### src/rtl/nvdla_dbb_stream_bridge.sv
// Bridge between the NVDLA DBB port and the HWPE sink/source streamers.
// Write beats are split LSB-first into stream words; read stream words are
// packed back into DBB beats. One transaction is in flight at a time.
module nvdla_dbb_stream_bridge #(
  parameter int DBB_DATA_W    = 512,
  parameter int STREAM_DATA_W = 32,
  parameter int ADDR_W        = 32,
  parameter int ID_W          = 8,
  parameter int LEN_W         = 4
) (
  input  logic                       clk_i,
  input  logic                       rst_i,
  input  logic                       clear_i,
  input  logic                       wr_req_valid_i,
  output logic                       wr_req_ready_o,
  input  logic [ADDR_W-1:0]          wr_req_addr_i,
  input  logic [LEN_W-1:0]           wr_req_len_i,
  input  logic [ID_W-1:0]            wr_req_id_i,
  input  logic                       wr_dat_valid_i,
  output logic                       wr_dat_ready_o,
  input  logic [DBB_DATA_W-1:0]      wr_dat_data_i,
  input  logic [DBB_DATA_W/8-1:0]    wr_dat_strb_i,
  input  logic                       wr_dat_last_i,
  output logic                       wr_rsp_valid_o,
  input  logic                       wr_rsp_ready_i,
  output logic [ID_W-1:0]            wr_rsp_id_o,
  input  logic                       rd_req_valid_i,
  output logic                       rd_req_ready_o,
  input  logic [ADDR_W-1:0]          rd_req_addr_i,
  input  logic [LEN_W-1:0]           rd_req_len_i,
  input  logic [ID_W-1:0]            rd_req_id_i,
  output logic                       rd_dat_valid_o,
  input  logic                       rd_dat_ready_i,
  output logic [DBB_DATA_W-1:0]      rd_dat_data_o,
  output logic [ID_W-1:0]            rd_dat_id_o,
  output logic                       rd_dat_last_o,
  output logic                       sink_start_o,
  input  logic                       sink_ready_i,
  output logic                       src_start_o,
  input  logic                       src_ready_i,
  output logic [ADDR_W-1:0]          str_base_addr_o,
  output logic [31:0]                str_trans_size_o,
  output logic                       out_valid_o,
  input  logic                       out_ready_i,
  output logic [STREAM_DATA_W-1:0]   out_data_o,
  output logic [STREAM_DATA_W/8-1:0] out_strb_o,
  input  logic                       in_valid_i,
  output logic                       in_ready_o,
  input  logic [STREAM_DATA_W-1:0]   in_data_i,
  output logic                       len_err_o
);

  localparam int RATIO = DBB_DATA_W / STREAM_DATA_W;
  localparam int SB    = STREAM_DATA_W / 8;
  localparam int IDX_W = (RATIO > 1) ? $clog2(RATIO) : 1;
  localparam logic [IDX_W-1:0] LAST_IDX = IDX_W'(RATIO - 1);
  localparam logic [IDX_W-1:0] IDX_ONE  = IDX_W'(1);
  localparam logic [LEN_W:0]   BCNT_ONE = (LEN_W+1)'(1);
  localparam logic [LEN_W-1:0] OCNT_ONE = LEN_W'(1);

  typedef enum logic [2:0] {
    IDLE, WR_START, WR_DATA, WR_RESP, RD_START, RD_DATA, DRAIN
  } state_e;

  state_e state_q, state_d;
  logic   last_rd_q;

  logic [ID_W-1:0]   id_q;
  logic [LEN_W-1:0]  len_q;
  logic [ADDR_W-1:0] base_q;
  logic [31:0]       size_q;
  logic [LEN_W:0]    bcnt_q;   // write: beats accepted; read: beats assembled
  logic [LEN_W-1:0]  ocnt_q;   // read beats delivered
  logic              err_q;
  logic              rsp_q;

  logic [RATIO-1:0][STREAM_DATA_W-1:0] wbuf_q;
  logic [RATIO-1:0][SB-1:0]            wstrb_q;
  logic                                wfull_q;
  logic [IDX_W-1:0]                    widx_q;

  logic [RATIO-1:0][STREAM_DATA_W-1:0] rbuf_q;
  logic                                rfull_q;
  logic [IDX_W-1:0]                    ridx_q;

  logic [LEN_W:0] len_ext;
  logic wr_hs_req, rd_hs_req, beats_left;
  logic out_hs, wlast_word, wdat_hs, rd_hs, in_hs;
  logic [31:0] wr_size, rd_size;

  assign len_ext    = {1'b0, len_q};
  assign beats_left = (bcnt_q <= len_ext);
  assign wr_hs_req  = (state_q == WR_START) && wr_req_valid_i && sink_ready_i;
  assign rd_hs_req  = (state_q == RD_START) && rd_req_valid_i && src_ready_i;
  assign wr_size    = (32'(wr_req_len_i) + 32'd1) * 32'(RATIO);
  assign rd_size    = (32'(rd_req_len_i) + 32'd1) * 32'(RATIO);

  assign out_hs     = wfull_q && out_ready_i;
  assign wlast_word = out_hs && (widx_q == LAST_IDX);
  assign wdat_hs    = wr_dat_valid_i && wr_dat_ready_o;
  assign rd_hs      = rfull_q && rd_dat_ready_i;
  assign in_hs      = in_valid_i && in_ready_o;

  assign wr_req_ready_o   = (state_q == WR_START) && sink_ready_i;
  assign rd_req_ready_o   = (state_q == RD_START) && src_ready_i;
  assign sink_start_o     = wr_hs_req;
  assign src_start_o      = rd_hs_req;
  // Config is driven straight from the request on the start cycle, then held.
  assign str_base_addr_o  = wr_hs_req ? wr_req_addr_i : rd_hs_req ? rd_req_addr_i : base_q;
  assign str_trans_size_o = wr_hs_req ? wr_size : rd_hs_req ? rd_size : size_q;

  assign wr_dat_ready_o = (state_q == WR_DATA) && beats_left && (!wfull_q || wlast_word);
  assign out_valid_o    = wfull_q;
  assign out_data_o     = wbuf_q[widx_q];
  assign out_strb_o     = wstrb_q[widx_q];
  assign wr_rsp_valid_o = rsp_q;
  assign wr_rsp_id_o    = id_q;
  assign len_err_o      = err_q;

  assign in_ready_o     = (state_q == RD_DATA) && beats_left && (!rfull_q || rd_hs);
  assign rd_dat_valid_o = rfull_q;
  assign rd_dat_data_o  = rbuf_q;
  assign rd_dat_id_o    = id_q;
  assign rd_dat_last_o  = rfull_q && (ocnt_q == len_q);

  // State register and the round-robin "read was granted last" bit.
  always_ff @(posedge clk_i or posedge rst_i) begin
    if (rst_i) begin
      state_q   <= IDLE;
      last_rd_q <= 1'b1;
    end else if (clear_i) begin
      state_q   <= IDLE;
      last_rd_q <= 1'b1;
    end else begin
      state_q <= state_d;
      if (state_q == IDLE && state_d == WR_START) last_rd_q <= 1'b0;
      else if (state_q == IDLE && state_d == RD_START) last_rd_q <= 1'b1;
    end
  end

  // Next-state: arbitration in IDLE, then walk one transaction to completion.
  always_comb begin
    state_d = state_q;
    unique case (state_q)
      IDLE: begin
        if (wr_req_valid_i && (!rd_req_valid_i || last_rd_q)) state_d = WR_START;
        else if (rd_req_valid_i)                              state_d = RD_START;
      end
      WR_START: if (wr_hs_req)                   state_d = WR_DATA;
      WR_DATA:  if (wlast_word && !beats_left)   state_d = WR_RESP;
      WR_RESP:  if (rsp_q && wr_rsp_ready_i)     state_d = IDLE;
      RD_START: if (rd_hs_req)                   state_d = RD_DATA;
      RD_DATA:  if (rd_hs && rd_dat_last_o)      state_d = DRAIN;
      DRAIN:    if (src_ready_i)                 state_d = IDLE;
      default:                                   state_d = IDLE;
    endcase
  end

  // Datapath: request latch, write serialiser, read deserialiser, response.
  always_ff @(posedge clk_i or posedge rst_i) begin
    if (rst_i) begin
      id_q <= '0; len_q <= '0; base_q <= '0; size_q <= '0;
      bcnt_q <= '0; ocnt_q <= '0; err_q <= 1'b0; rsp_q <= 1'b0;
      wbuf_q <= '0; wstrb_q <= '0; wfull_q <= 1'b0; widx_q <= '0;
      rbuf_q <= '0; rfull_q <= 1'b0; ridx_q <= '0;
    end else if (clear_i) begin
      id_q <= '0; len_q <= '0; base_q <= '0; size_q <= '0;
      bcnt_q <= '0; ocnt_q <= '0; err_q <= 1'b0; rsp_q <= 1'b0;
      wbuf_q <= '0; wstrb_q <= '0; wfull_q <= 1'b0; widx_q <= '0;
      rbuf_q <= '0; rfull_q <= 1'b0; ridx_q <= '0;
    end else begin
      if (wr_hs_req) begin
        id_q <= wr_req_id_i; len_q <= wr_req_len_i;
        base_q <= wr_req_addr_i; size_q <= wr_size;
        bcnt_q <= '0; ocnt_q <= '0;
      end else if (rd_hs_req) begin
        id_q <= rd_req_id_i; len_q <= rd_req_len_i;
        base_q <= rd_req_addr_i; size_q <= rd_size;
        bcnt_q <= '0; ocnt_q <= '0; ridx_q <= '0;
      end
      // A new beat replaces the buffer exactly when its last word leaves.
      if (wdat_hs) begin
        wbuf_q  <= wr_dat_data_i;
        wstrb_q <= wr_dat_strb_i;
        wfull_q <= 1'b1;
        widx_q  <= '0;
        bcnt_q  <= bcnt_q + BCNT_ONE;
        if (wr_dat_last_i != (bcnt_q == len_ext)) err_q <= 1'b1;
      end else if (out_hs) begin
        widx_q <= (widx_q == LAST_IDX) ? '0 : widx_q + IDX_ONE;
        if (widx_q == LAST_IDX) wfull_q <= 1'b0;
      end
      if (state_q == WR_RESP) begin
        if (!rsp_q && sink_ready_i)        rsp_q <= 1'b1;
        else if (rsp_q && wr_rsp_ready_i)  rsp_q <= 1'b0;
      end
      // Delivery first so a beat completing this cycle re-arms rfull_q.
      if (rd_hs) begin
        rfull_q <= 1'b0;
        ocnt_q  <= ocnt_q + OCNT_ONE;
      end
      if (in_hs) begin
        rbuf_q[ridx_q] <= in_data_i;
        ridx_q <= (ridx_q == LAST_IDX) ? '0 : ridx_q + IDX_ONE;
        if (ridx_q == LAST_IDX) begin
          rfull_q <= 1'b1;
          bcnt_q  <= bcnt_q + BCNT_ONE;
        end
      end
    end
  end

endmodule

### config.mk
export PLATFORM = sky130hd
export DESIGN_NAME = nvdla_dbb_stream_bridge
export DESIGN_NICKNAME = d
export VERILOG_FILES = /design/src/rtl/nvdla_dbb_stream_bridge.sv
export SDC_FILE = /design/constraint.sdc
export NUM_CORES = 2
export LEC_CHECK = 0
export ABC_AREA = 1
export CORE_AREA = 2 2 529 531
export CTS_BUF_LIST = sky130_fd_sc_hd__clkbuf_4 sky130_fd_sc_hd__clkbuf_8
export CTS_CLUSTER_DIAMETER = 150
export CTS_CLUSTER_SIZE = 16
export DETAILED_ROUTE_END_ITERATION = 8
export DIE_AREA = 0 0 531 533
export GPL_TIMING_DRIVEN = 0
export PLACE_DENSITY = 0.37
export SYNTH_ARGS = -nofsm -noshare
export SYNTH_HDL_FRONTEND = slang
export SYNTH_SLANG_ARGS = --single-unit
### constraint.sdc
create_clock -name clk_i -period 37.9 [get_ports clk_i]
set_input_delay 7.58 -clock clk_i [delete_from_list [all_inputs] [get_ports clk_i]]
set_output_delay 7.58 -clock clk_i [all_outputs]
set_load 0.01 [all_outputs]
Word-level counts from Yosys, hierarchy flattened
Index checks and enable logic that the tools add are counted.
{"block": "op_classes", "muxes": 71, "eq_ne": 14, "magnitude_cmp": 4, "addsub": 6, "n_reduce_logical": 48}
{"operator": "512-bit two-way mux", "count": 4}
{"operator": "512-bit bitwise mux", "count": 1}
{"operator": "32-bit two-way mux", "count": 8}
{"operator": "32-bit binary-select mux with 4-bit select", "count": 1}
{"operator": "32-bit demux with 4-bit select", "count": 1}
{"operator": "64-bit two-way mux", "count": 2}
{"operator": "4-bit two-way mux", "count": 16}
{"operator": "5-bit two-way mux", "count": 6}
{"operator": "3-bit two-way mux", "count": 9}
{"operator": "1-bit logical AND", "count": 24}
{"operator": "8-bit two-way mux", "count": 3}
{"operator": "3-bit case mux with 7 select lines", "count": 1}
{"operator": "1-bit two-way mux", "count": 18}
{"operator": "3-bit nonzero test", "count": 6}
{"operator": "4-bit binary-select mux with 4-bit select", "count": 1}
{"operator": "4-bit by 1-bit adder with 4-bit output, second input constant", "count": 3}
{"operator": "3-bit == test, second input constant", "count": 4}
{"operator": "4-bit by 1-bit adder with 5-bit output, second input constant", "count": 2}
{"operator": "4-bit by 5-bit < comparator with 1-bit output, second input constant", "count": 2}
{"operator": "4-bit == test, second input constant", "count": 2}
{"operator": "2-bit AND reduction", "count": 4}
{"operator": "2-bit nonzero test", "count": 4}
{"operator": "3-bit by 1-bit == test with 1-bit output, second input constant", "count": 2}
{"operator": "3-bit by 2-bit == test with 1-bit output, second input constant", "count": 2}
{"operator": "other kinds (11)", "count": 17}
{"block": "totals", "input_bits": 709, "reg_bits": 1189, "elab_cells": 205, "out_inout_bits": 639}

Logic depth before layout (Yosys ltp)
{"block": "depth", "word_depth": 10, "depth_mapped": 15, "ltp_nobuf": 14}

Worst setup path after synthesis
Ideal clock, no wire load.
{"block": "synth_timing", "kind": "input to output", "startpoint": "input port src_ready_i", "endpoint": "output port str_trans_size_o[5]", "t_arrival_ps": 8694, "n_path_buf": 1, "path_slack_ps": 21626, "cell_stages": 7, "required_time_ps": 30320, "cell_sequence": "inv_1 nor2_1 nand2_1 nand2_2 buf_2 nor2_1 nor3_1"}
{"block": "synth_between", "elab_chain_len": 3}
{"element": "start, declared", "line": "40", "text": "input logic src_ready_i,"}
{"element": "1-bit logical AND", "line": "94", "text": "assign rd_hs_req = (state_q == RD_START) && rd_req_valid_i && src_ready_i;"}
{"element": "32-bit two-way mux (2 in series)"}
{"element": "end, declared", "line": "42", "text": "output logic [31:0] str_trans_size_o,"}
No other way between the ends.

Worst setup path after layout
{"block": "layout_timing", "startpoint": "input port src_ready_i", "endpoint": "output port str_base_addr_o[23]"}
{"block": "layout_between", "elab_chain_len": 3}
{"element": "1-bit logical AND", "line": "94"}
{"element": "32-bit two-way mux (2 in series)"}
{"element": "end, declared", "line": "41", "text": "output logic [ADDR_W-1:0] str_base_addr_o,"}
No other way between the ends.

==> summary.md <==
The run finished with clean final reports. The sum of negative setup slack was 0 ns; the combinational share of power was 19.7%. The count of cells in the finished layout, fillers not included, comes to 11210. The net total in the final layout was 8138; the sequential cell area in the final layout was 29750 um^2. In this run the standard cell core region covers 277900 um^2. Counting distinct cell types in the post-synthesis netlist gives 38.

The total placed cells including tap cells was 11050; the final critical-path share of the clock period was 48.22%. The effective utilization at floorplan was 18.83%; the number of search-and-repair iterations in the first detailed-routing pass was 6. Routability-driven placement finished with a final weighted congestion of 0.9176. Counting along the longest clock path gives a buffer depth of 3. Number of ports placed on the die boundary: 1348. Yosys printed 0 warnings.

For this run, the leading register cell type out of synthesis is sky130_fd_sc_hd__dfrtp_1. The worst-case IR drop observed on VDD is 0.00002631 V. Counting the fill cells in the layout gives 30240.

Traced cell by cell, the critical path runs through clkdlybuf4s50_1 > inv_1 > nor2_1 > nand2_1 > nand2_2 > inv_2 > buf_2 > nand2_1 > nand3_1 > clkdlybuf4s50_1. The logs give 52060 for the via count of the first global-routing pass and 24.42% for the global-route usage over all layers. At the worst endpoint, the required time is 30.32 ns.

After the first detailed-routing iteration, the DRC count stood at 4793. The tools report the number of antenna violations at the first check in global routing as 140. The number of setup buffers added after CTS is 0. TritonCTS built the clock tree. The detail route stage leaves a number of antenna-violating nets equal to 0. The run gives 18580 um^2 as the footprint of the multi-input gates. The synthesized area is 52340 um^2.

Dividing the synthesized area by the synthesized cell count gives 8.804 um^2. The H-tree was split into 3 levels. The endpoint arrival time on the critical path came out at 10.69 ns.

Input and output buffers added on the ports amount to 1346. The worst path needs 18.27 ns of the cycle, external delays included. Total count of hold-check failures in the final report: 0.

The worst setup path is captured at an output port. Relative to the synthesized area, the layout overhead comes to 39.01%. In this design, the stage delay of the slowest critical-path cell is 0.69 ns.

In this run the power spent charging and discharging nets is 0.0008748 W. The number of cell rows is 194, and the top cell type's share of synthesized area is 56.80%. The routed wire length per instance works out to 31.85 um. The clock network power share came out at 28.0%.

The proportion of synthesized chip area in sequential cells was 56.85%; the final core utilization was 26.18%. Sequential cells burn 52.2% of the power. Of the cells placed in the final design, the portion with a size suffix greater than 1 is 5.798%. Worst setup slack before clock tree synthesis: 19.41 ns. The total overflow left after global routing is 0. The power density over cell area was 35.71 nW/um^2; the global-route wire length before repair was 472100 um. The die is 531 um wide. In this run, CTS created clock tree buffers numbering 86. The via count normalized by instance count is 4.654, and the number of hold-repair buffers added at the cts stage is 0.

For this run, asynchronously set or reset flops after synthesis account for 100.0%. For the pin with the worst max-slew slack, the measured transition is 1.428 ns. Die extent in y: 533 um. The routed design has 357100 um of wire. The switching part of the total power was 33.67%. Max-cap violations in this run came to 0. The run gives 19.63 ns as the least setup slack across all paths after layout.

STA classifies the critical path startpoint as a primary input. Detailed-route DRC error count: 0. For the number of clock sinks seen by CTS, the log shows 1189.

Entering global routing, the biggest net connects 41 pins. Setup repair after global routing left no endpoint under its margin. Setup violations remaining at the end of the flow were counted as 0. Post-CTS repair changed the size of 0 cells. Counting every net in the synthesized netlist gives 6667.

The number of vias after detailed routing is 52180, and the worst-path maximum fanout is 10. For the internal power, the log shows 0.001723 W. The reported leakage power is 31.18 nW. The synthesized design spends more area on one cell type than any other, namely sky130_fd_sc_hd__dfrtp_1. The final number of max-transition violations was 0; the maximum clock frequency was 0.05472 GHz. The tightest min-delay check is of the reg -> reg type. In the synthesized netlist, the number of instances is 5945. The synthesized design contains 0 enable-type register cells.

For the final database, setup skew stands at 0.1188 ns. By area the synthesized netlist is led by sky130_fd_sc_hd__dfrtp_1, sky130_fd_sc_hd__nand3_1, sky130_fd_sc_hd__o21ai_0. Headroom to the max-slew limit came out at 4.807%. After clock tree synthesis, the clock-pin slew on the worst setup and hold paths is 0.11 ns. Type of the worst setup path: in -> out. In this run the clock root is driven by a sky130_fd_sc_hd__clkbuf_8. Grouping stages by cell kind, the critical path spends the most delay in buffers and inverters. In this run, synthesis produced a sequential element count of 1189.

Together, buffers and inverters on the worst path number 5. Detailed placement finished with a half-perimeter wire length of 289200 um. The tools report the overall die area as 283000 um^2. The slowest stage of the critical path belongs to the cell sky130_fd_sc_hd__clkdlybuf4s50_1.

For the worst-skew pair, the clock arrives at the later sink with an insertion delay of 0.96 ns.
[stage by stage]
stage / hold slack, ns / power (W) / area, um^2
floorplan: 0.4438 / 0.001586 / 52350
global placement: 0.4586 / 0.001893 / 70480
detailed placement: 0.4603 / 0.001897 / 71230
CTS: 0.4903 / 0.002633 / 72630
global route: 0.5027 / 0.002711 / 72690
finish: 0.4885 / 0.002598 / 72760
[state kept, by name, indices dropped and copies added, names as in the netlist]
register / cells
len_err_o: 1
len_q: 4
size_q: 32
bcnt_q: 5
rd_dat_id_o: 8
ridx_q: 4
ocnt_q: 4
wr_rsp_valid_o: 1
rd_dat_data_o: 512
wbuf_q: 512
out_valid_o: 1
wstrb_q: 64
widx_q: 4
last_rd_q: 1
rd_dat_valid_o: 1
base_q: 32
state_q: 3
[cells in the final DEF, fill, tap and decap left out, drive strengths merged, types with 36 or more instances in the layout]
cell,count
a21oi,199
buf,341
clkbuf,328
clkdlybuf4s50,1346
dfrtp,1188
diode,54
inv,363
nand2,907
nand3,1307
nor2,182
o21ai,1098
o221ai,36
[synthesized netlist by cell type (all sizes together) (9+ instances only)]
cell and number:
a21oi 199, a31oi 33, buf 304, clkbuf 233
dfrtp 1188, ha 13, inv 355, mux2i 10
nand2 907, nand3 1307, nor2 182, o211ai 33
o21ai 1098, o221ai 36, o22ai 9
[power by group through the flow]
stage | sequential, W | combinational (W) | clock, W
floorplan | 0.00138 | 0.000211 | 0
CTS | 0.00136 | 0.000519 | 0.000759
detailed placement | 0.00138 | 0.000516 | 0
finish | 0.00136 | 0.000513 | 0.000728
global route | 0.00136 | 0.000551 | 0.000797
global placement | 0.00139 | 0.000504 | 0
[tightest hold or removal path: stages, from the launching register on]
cell                      delay [ns]
sky130_fd_sc_hd__dfrtp_1        0.35
sky130_fd_sc_hd__nand2_1        0.06
sky130_fd_sc_hd__nand2_1        0.05
[routing by layer]
layer,vias to the layer above,part of all wire (%),GRT usage [%]
li1,23070,-,-
met1,26430,41,30.83
met2,2215,47,39.73
met3,414,8.4,6.553
met4,52,3.6,8.905
met5,-,0.097,0
[cell type report]
| type | instances | share of cell area (%) |
|---|---|---|
| tap | 3724 | 6.404 |
| antenna | 54 | 0.1857 |
| clock buffer | 95 | 1.728 |
| multi-input combinational | 3860 | 25.53 |
| clock inverter | 11 | 0.1943 |
| timing repair buffer | 1383 | 19.54 |
| sequential | 1189 | 40.89 |
| inverter | 359 | 1.857 |
| buffer | 537 | 3.666 |
[logic make-up after synthesis]
family / synth area share (%)
DFF: 56.85
AOI/OAI and AO/OA: 14.01
buffers and inverters: 7.666
adders and majority gates: 0.3108
and+or+nand+nor: 20.79
muxes: 0.1912
xor gates and xnor gates: 0.1841
[final timing paths]
path | startpoint | to | slack, ns | depth (start not counted)
min reg2reg | wbuf_q[328] | wbuf_q[328] | 0.49 | 2
max reg2reg | widx_q[0] | widx_q[3] | 34.57 | 8
min | wbuf_q[328] | wbuf_q[328] | 0.49 | 2
min in group asynchronous | rst_i | wbuf_q[76] | 6.94 | 2
max | src_ready_i | str_base_addr_o[23] | 19.63 | 10
max in group asynchronous | rst_i | size_q[27] | 28.65 | 10
No activity file was read; power rests on OpenSTA's default activity.
